## config.mk

```make
export PLATFORM = sky130hd
export DESIGN_NAME = game_turn_controller
export DESIGN_NICKNAME = d
export VERILOG_FILES = /design/src/rtl/game_turn_controller.sv
export SDC_FILE = /design/constraint.sdc
export NUM_CORES = 1
export LEC_CHECK = 0
export BUFFER_PORTS_ARGS = -buffer_cell sky130_fd_sc_hd__buf_4
export CAP_MARGIN = 20
export CORE_UTILIZATION = 59
export CTS_CLUSTER_DIAMETER = 30
export DETAILED_ROUTE_END_ITERATION = 8
export GPL_ROUTABILITY_DRIVEN = 0
export HOLD_SLACK_MARGIN = 0.06
export PLACE_DENSITY = 0.8
export SLEW_MARGIN = 10
export SYNTH_ARGS = -nofsm -noshare
export SYNTH_HDL_FRONTEND = slang
export SYNTH_SLANG_ARGS = --single-unit
```

## constraint.sdc

```tcl
create_clock -name clk -period 4.69 [get_ports clk]
set_input_delay 0.469 -clock clk [delete_from_list [all_inputs] [get_ports clk]]
set_output_delay 0.469 -clock clk [all_outputs]
set_load 0.01 [all_outputs]
```

## src/rtl/game_turn_controller.sv

```systemverilog
// Two-player board-game turn sequencer: dice in, pixel targets out.
// Optional macro BONUS_TILE_EN: tiles 2/4/6/8 advance one extra tile.
module game_turn_controller #(
   parameter int TILE_X0    = 20,
   parameter int TILE_PITCH = 60,
   parameter int LAST_TILE  = 9
) (
   input  logic       clk,
   input  logic       rst,
   input  logic [2:0] dice_value,
   input  logic       dice_valid,
   input  logic       restart,
   input  logic       turn_done,
   output logic [9:0] player1_pos_x,
   output logic [9:0] player2_pos_x,
   output logic       pos_valid,
   output logic       active_player,
   output logic       winner_valid,
   output logic       winner_id,
   output logic       dice_ready
);

   typedef enum logic [2:0] {
      S_IDLE,
      S_CALC,
      S_ISSUE,
      S_WAIT_DONE,
      S_CHECK,
      S_WIN
   } state_t;

   localparam logic [4:0] LP_LAST = 5'(LAST_TILE);
   localparam logic [9:0] LP_X0   = 10'(TILE_X0);

   state_t     r_state;
   logic [2:0] r_dice;
   logic [4:0] r_tile1;
   logic [4:0] r_tile2;
   logic [9:0] r_p1_x;
   logic [9:0] r_p2_x;
   logic       r_pos_valid;
   logic       r_active;
   logic       r_win_valid;
   logic       r_win_id;
   logic       r_restart_flag;
   logic       r_dice_ready;

   logic [4:0] w_cur_tile;
   logic [4:0] w_sum;
   logic [4:0] w_clamp;
   logic [4:0] w_new_tile;
   logic       w_dice_ok;
   logic [9:0] w_x1;
   logic [9:0] w_x2;

   assign w_cur_tile = r_active ? r_tile2 : r_tile1;
   // 5-bit sum cannot wrap for any LAST_TILE up to 25
   assign w_sum      = w_cur_tile + {2'b00, r_dice};
   assign w_clamp    = (w_sum > LP_LAST) ? LP_LAST : w_sum;

`ifdef BONUS_TILE_EN
   logic w_bonus;
   assign w_bonus    = (w_clamp == 5'd2) || (w_clamp == 5'd4) ||
                       (w_clamp == 5'd6) || (w_clamp == 5'd8);
   assign w_new_tile = !w_bonus           ? w_clamp :
                       (w_clamp >= LP_LAST) ? LP_LAST :
                       w_clamp + 5'd1;
`else
   assign w_new_tile = w_clamp;
`endif

   assign w_dice_ok = (dice_value != 3'd0) && (dice_value != 3'd7);
   assign w_x1      = 10'(TILE_X0 + TILE_PITCH * int'(r_tile1));
   assign w_x2      = 10'(TILE_X0 + TILE_PITCH * int'(r_tile2));

   always_ff @(posedge clk or negedge rst) begin
      if (!rst) begin
         r_state        <= S_IDLE;
         r_dice         <= 3'd0;
         r_tile1        <= 5'd0;
         r_tile2        <= 5'd0;
         r_p1_x         <= LP_X0;
         r_p2_x         <= LP_X0;
         r_pos_valid    <= 1'b0;
         r_active       <= 1'b0;
         r_win_valid    <= 1'b0;
         r_win_id       <= 1'b0;
         r_restart_flag <= 1'b0;
         r_dice_ready   <= 1'b1;
      end else begin
         r_pos_valid <= 1'b0;
         if (restart) begin
            r_tile1        <= 5'd0;
            r_tile2        <= 5'd0;
            r_active       <= 1'b0;
            r_win_valid    <= 1'b0;
            r_restart_flag <= 1'b1;
            r_state        <= S_ISSUE;
            r_dice_ready   <= 1'b0;
         end else begin
            unique case (r_state)
               S_IDLE: begin
                  if (dice_valid && w_dice_ok) begin
                     r_dice       <= dice_value;
                     r_state      <= S_CALC;
                     r_dice_ready <= 1'b0;
                  end
               end
               S_CALC: begin
                  if (r_active) r_tile2 <= w_new_tile;
                  else          r_tile1 <= w_new_tile;
                  r_state <= S_ISSUE;
               end
               S_ISSUE: begin
                  r_p1_x      <= w_x1;
                  r_p2_x      <= w_x2;
                  r_pos_valid <= 1'b1;
                  r_state     <= S_WAIT_DONE;
               end
               S_WAIT_DONE: begin
                  if (turn_done) r_state <= S_CHECK;
               end
               S_CHECK: begin
                  // a restart turn only re-centres the pieces
                  if (r_restart_flag) begin
                     r_restart_flag <= 1'b0;
                     r_state        <= S_IDLE;
                     r_dice_ready   <= 1'b1;
                  end else if (w_cur_tile == LP_LAST) begin
                     r_win_id    <= r_active;
                     r_win_valid <= 1'b1;
                     r_state     <= S_WIN;
                  end else begin
                     r_active     <= ~r_active;
                     r_state      <= S_IDLE;
                     r_dice_ready <= 1'b1;
                  end
               end
               S_WIN: begin
                  r_state <= S_WIN;
               end
               default: begin
                  r_state      <= S_IDLE;
                  r_dice_ready <= 1'b1;
               end
            endcase
         end
      end
   end

   assign player1_pos_x = r_p1_x;
   assign player2_pos_x = r_p2_x;
   assign pos_valid     = r_pos_valid;
   assign active_player = r_active;
   assign winner_valid  = r_win_valid;
   assign winner_id     = r_win_id;
   assign dice_ready    = r_dice_ready;

endmodule
```

==> metrics, run 1 <==
outcome finished, final reports clean; # IOs 33; CTS Buf Count 5; number of global-route vias before repair 2,101; Tcrit/Tclk final 77.6%; Worst-Margin Slew 0.940 ns; Worst R2R Path Depth 9; GRT busiest layer met2; diodes inserted 0; power density cells 676 nW/µm²; met3 GRT Util 5.28%; setup TNS 0 ns; Rows 25; RSZ-0062 raised after global routing false; Reg clk slew, reported paths 0.07 ns; EDFF count, synth 0; Post-Synth Simple-Gate Area 12.2%; largest net degree at the start of global routing 39; DP Wirelength 3.93 mm; Congestion Overflow GR 0; mux share of post-synthesis cell area 3.85%; fill cell count 375; GR Util met1 27.2%; Starting Density 61.2%; routed vias/inst 5.38; CP peak stage delay 0.60 ns; core area 4720 µm²; Place WS 1.06 ns; most common cell after layout, fill and taps aside inv_1; Mapped Cells 302; P&R area growth vs syn 13.3%; Hold/Removal Path Class primary input to async pin; register area 957 µm²; die area 5180 µm²; hold_buf cts 0; post-CTS setup buffers 0; Synth Area in XOR/XNOR 7.58%; Crit Reg-Reg Endpoint player2_pos_x[9]; Root Buffer clkbuf_8; max-slew violations 0; CTS resizes 0; DRT Pass-1 Iters 4; final setup vio count 0; post-synth cell types 44; initial antenna violation count 0; post-route insts no fill 395; CTS tree yes; Clk Latency, worst-skew pair 0.30 ns; Top FF cell, synth dfrtp_1; adder-cell share of the synthesized area 21.2%; WL/cell 13.0 µm; Max Cap Viol 0; Inst Count DP 387; Max Clock Freq 275 MHz; static leakage 1.65 nW; CTS Sinks 38; CP top delay family adder cells; Synth Area in Compound Gates 14.4%; Yosys reg bits 38; WP data arrival 3.85 ns; leading cell types in the layout, fill and taps excluded inv_1 (41), dfrtp_1 (33), buf_4 (28); CP max stage cell fa_1; vias 2,127; sequential share of the synthesized area 33.1%; final-report hold violation count 0; Final min period 3.64 ns; Avg Inst Size Synth 9.57 µm²; Slew HR 37.4%; port bufs 28; Crit path buffers/inverters 1; Synth Cell Area 2890 µm²; Total Routed Length 5.13 mm; Final Skew 0.00806 ns; Worst Setup End Kind flop; maximum root-to-sink buffer count 2; global-route usage over all layers 22.8%; first-pass GRT wire length 9.10 mm; area taken by multi-input logic gates 1730 µm²; die height 72.0 µm; Critical Path Fanout Max 9; Worst Path Class, Setup flop to flop; DRC viols 0; met2 usage 40.6%; R2R setup slack 1.05 ns; CP Cell Sequence fa_1 > inv_1 > fa_1 > fa_1 > xor2_1 > or3_4 > or4_1 > and3_1 > o31ai_2; largest family of logic cells by synthesized area adder cells; crit-path most repeated cell fa_1; share of flip-flops with an asynchronous set or reset 100%; CP Launch Type flop; Die X 72.0 µm; Final WS setup 1.05 ns; layout cells sized above 1 18.0%; worst vdd ir 0.330 mV; Ys Warns 0; H-tree depth 2; Final ANT Viol Nets 0; Final nets 375; critical path data required time 4.90 ns; FF-to-FF Start r_tile2[0]; Iteration-0 DRC Markers 55
## cells by family after synthesis
kind of cell	count (synthesis)
AO/OA/AOI/OAI	65
XOR/XNOR	25
adder cells (fa/ha/maj)	40
buffers and inverters	54
flip-flops	38
multiplexers	10
other	1
AND/OR/NAND/NOR	69
## power breakdown
group	switching, W	total, W	internal (W)
sequential	0.000109	0.000554	0.000445
clock	0.000118	0.000345	0.000227
combinational	0.000718	0.00131	0.000595
## flip-flops by register name (all words and copies together), names as in the netlist
| signal | count |
|---|---|
| winner_valid | 1 |
| winner_id | 1 |
| r_dice | 3 |
| r_restart_flag | 1 |
| r_tile2 | 5 |
| r_state | 3 |
| active_player | 1 |
| player1_pos_x | 8 |
| r_tile1 | 5 |
| pos_valid | 1 |
| dice_ready | 1 |
| player2_pos_x | 8 |
## how the worst max path moves through the flow
stage,from,endpoint,slack [ns],cells past startpoint
6_report,r_tile2[0],player2_pos_x[9],1.05,9
3_3_place_gp,r_tile2[0],player2_pos_x[9],1.15,9
5_1_grt,r_tile2[0],player2_pos_x[9],0.88,9
4_1_cts,r_tile2[0],player2_pos_x[9],1.03,9
3_5_place_dp,r_tile2[0],player2_pos_x[9],1.06,9
2_1_floorplan,r_tile2[0],player2_pos_x[9],1.21,9
## synthesized netlist by cell type (9+ instances only)
cell / n / share of area (%)
a21o_1: 11 / 2.9
a21oi_1: 16 / 2.8
dfrtp_1: 33 / 29
fa_1: 15 / 10
ha_1: 25 / 11
inv_1: 41 / 5.3
mux2_2: 9 / 3.5
nand2_1: 27 / 3.5
nor2_1: 16 / 2.1
o21ai_0: 20 / 3.5
xnor2_1: 15 / 4.5
xor2_1: 10 / 3.0
## cell type report
class                           instances  share of cell area, %
Clock buffer                            6                   2.52
Clock inverter                          2                   1.83
Inverter                               41                   4.70
Multi-Input combinational cell        213                   52.7
Sequential cell                        38                   29.2
Tap cell                               67                   2.56
Timing Repair Buffer                   28                   6.42
## metrics by stage
step                      hold slack [ns]  instance area (µm²)  utilization [%]  total power (W)
after global placement              0.450                 3130             66.3          0.00180
after floorplan                     0.173                 2900                -          0.00156
after CTS                           0.136                 3270             69.3          0.00223
after detailed placement            0.457                 3130             66.3          0.00187
after global routing                0.161                 3270             69.3          0.00243
final                               0.129                 3270             69.3          0.00221
## metal layers
metal / part of all wire [%] / routed length, µm
met1: 44 / 2250
met2: 51 / 2600
met3: 3.5 / 182
met4: 2.0 / 100
met5: 0 / 0
## worst reg2reg max path, stage by stage (launching register included)
cell     delay (ns)
dfrtp_1        0.50
fa_1           0.60
inv_1          0.06
fa_1           0.50
fa_1           0.41
xor2_1         0.19
or3_4          0.39
or4_1          0.54
and3_1         0.21
o31ai_2        0.16
(Power assumes the default switching activity.)
==> inputs of run 2 (changes only) <==
==> constraint.sdc (replaced) <==
create_clock -name clk -period 3.4 [get_ports clk]
set_input_delay 0.34 -clock clk [delete_from_list [all_inputs] [get_ports clk]]
set_output_delay 0.34 -clock clk [all_outputs]
set_load 0.01 [all_outputs]
==> metrics, run 2 (same netlist as run 1, synthesis figures left out) <==
Final WS setup -0.0192 ns (was 1.05 ns); R2R setup slack -0.02 ns (was 1.05 ns); post-layout util 74.0% (was 69.3%); global-route usage over all layers 22.7% (was 22.8%); core area 4720 µm² (unchanged); CTS tree yes (unchanged); Total Routed Length 5.37 mm (was 5.13 mm); Slew HR 36.5% (was 37.4%); Pwr Total 0.00338 W (was 0.00221 W); Rows 25 (unchanged); layout cells sized above 1 28.9% (was 18.0%); CP Cell Sequence fa_1 > inv_2 > fa_1 > fa_2 > xor2_2 > or3_4 > or4_4 > and3_4 > o31ai_2 (was fa_1 > inv_1 > fa_1 > fa_1 > xor2_1 > or3_4 > or4_1 > and3_1 > o31ai_2); Starting Density 61.2% (unchanged); Inst Count DP 405 (was 387); P&R area growth vs syn 21.0% (was 13.3%); post-route cell area 3500 µm² (was 3270 µm²); Die X 72.0 µm (unchanged); Final min period 3.42 ns (was 3.64 ns); clock power share 9.4% (was 15.6%); CP Launch Type flop (unchanged); Clk Latency, worst-skew pair 0.29 ns (was 0.30 ns); Iteration-0 DRC Markers 66 (was 55); Worst R2R Path Depth 9 (unchanged); Reg power frac 21.1% (was 25.0%); Max Clock Freq 292 MHz (was 275 MHz); post-route insts no fill 420 (was 395); leading cell types in the layout, fill and taps excluded buf_4 (52), inv_1 (37), dfrtp_1 (31) (was inv_1 (41), dfrtp_1 (33), buf_4 (28)); max-slew violations 0 (unchanged); largest net degree at the start of global routing 39 (unchanged); violated checks setup timing; Crit Reg-Reg Endpoint player2_pos_x[9] (unchanged); P_int 0.00194 W (was 0.00127 W); CTS Sinks 38 (unchanged); number of global-route vias before repair 2,183 (was 2,101); CTS Buf Count 5 (unchanged); Final nets 400 (was 375); Root Buffer clkbuf_8 (unchanged); placed instance area 3270 µm² (was 3130 µm²); WL/cell 12.8 µm (was 13.0 µm); Final Skew 0.00730 ns (was 0.00806 ns); die height 72.0 µm (unchanged); hold path endpoint dice_ready; RSZ-0062 raised after global routing true (was false); Worst-Margin Slew 0.952 ns (was 0.940 ns); diodes inserted 0 (unchanged); switching pwr 0.00144 W (was 0.000946 W); critical path data required time 3.60 ns (was 4.90 ns); Worst Min Path Start restart; Sw Ratio 42.6% (was 42.8%); WP data arrival 3.61 ns (was 3.85 ns); port bufs 28 (unchanged); Reg clk slew, reported paths 0.07 ns (about the same); area taken by multi-input logic gates 1810 µm² (was 1730 µm²); DRC viols 0 (unchanged); Hold Path Depth 2; H-tree depth 2 (unchanged); Hold/Removal Path Class primary input to flop (was primary input to async pin); # IOs 33 (unchanged); Max Cap Viol 0 (unchanged); power density cells 968 nW/µm² (was 676 nW/µm²); fill cell count 357 (was 375); Combinational Power Share 69.5% (was 59.4%); outcome complete, but fails checks (was finished, final reports clean); final hold slack 0.291 ns (was 0.129 ns); Worst Path Class, Setup flop to flop (unchanged); static leakage 1.75 nW (was 1.65 nW); maximum root-to-sink buffer count 2 (unchanged); Critical Path Fanout Max 2 (was 9); worst vdd ir 0.345 mV (was 0.330 mV); vias 2,200 (was 2,127); DP Wirelength 4.12 mm (was 3.93 mm); register area 960 µm² (was 957 µm²); final-report hold violation count 0 (unchanged); CP max stage cell fa_1 (unchanged); routed vias/inst 5.24 (was 5.38); crit-path most repeated cell fa_1 (unchanged); Crit path buffers/inverters 1 (unchanged); final setup vio count 1 (was 0); Tcrit/Tclk final 101% (was 77.6%); Congestion Overflow GR 0 (unchanged); first-pass GRT wire length 9.18 mm (was 9.10 mm); FF-to-FF Start r_tile2[0] (unchanged); die area 5180 µm² (unchanged); initial antenna violation count 0 (unchanged); DRT Pass-1 Iters 4 (unchanged); CP peak stage delay 0.57 ns (was 0.60 ns); Final ANT Viol Nets 0 (unchanged); Worst Setup End Kind flop (unchanged); CP top delay family adder cells (unchanged); most common cell after layout, fill and taps aside buf_4 (was inv_1)
## run 2: worst max-delay path by stage
stage          startpoint                to  slack (ns)  depth (start not counted)
4_1_cts        r_tile2[0]  player2_pos_x[9]      -0.007                          9
5_1_grt        r_tile2[0]  player2_pos_x[9]       -0.12                          9
3_3_place_gp   r_tile2[1]  player2_pos_x[9]        0.04                          9
3_5_place_dp   r_tile1[1]  player1_pos_x[9]       -0.05                         10
6_report       r_tile2[0]  player2_pos_x[9]       -0.02                          9
2_1_floorplan  r_tile2[1]  player2_pos_x[9]       -0.01                         10
## run 2: layout make-up
| cell class | instances | share of cell area (%) |
|---|---|---|
| clock buffer | 8 | 2.58 |
| multi-input combinational | 213 | 51.7 |
| timing repair buffer | 53 | 11.5 |
| sequential | 38 | 27.5 |
| inverter | 41 | 4.40 |
| tap | 67 | 2.40 |
## run 2: power groups by stage
stage          logic [W]  registers, W  clock network [W]
6_report         0.00235      0.000715           0.000318
5_1_grt          0.00262      0.000736           0.000336
4_1_cts          0.00226      0.000718           0.000328
3_5_place_dp     0.00211      0.000729                  0
3_3_place_gp     0.00202      0.000722                  0
2_1_floorplan    0.00140      0.000772                  0
## run 2: layer usage
| layer | up-vias | part of all wire (%) | GRT usage [%] |
|---|---|---|---|
| met1 | 1052 | 42 | 24.8 |
| li1 | 1089 | - | - |
| met3 | 10 | 3.7 | 3.75 |
| met5 | - | 0 | 0 |
| met2 | 49 | 53 | 44.2 |
| met4 | 0 | 1.5 | 7.63 |
## run 2: repair_timing
action                     CTS  global route
setup buffers                3             3
setup endpoints to repair    3             3
hold endpoints to repair    33             0
pin swaps                    8             9
hold buffers                 1             0
gates resized for setup      8             8
## run 2: through the flow
stage	setup slack [ns]	TNS (ns)
2_1_floorplan	-0.0102	-0.0102
5_1_grt	-0.121	-0.266
3_5_place_dp	-0.0515	-0.0825
6_report	-0.0192	-0.0192
3_3_place_gp	0.0365	0
4_1_cts	-0.00674	-0.00674
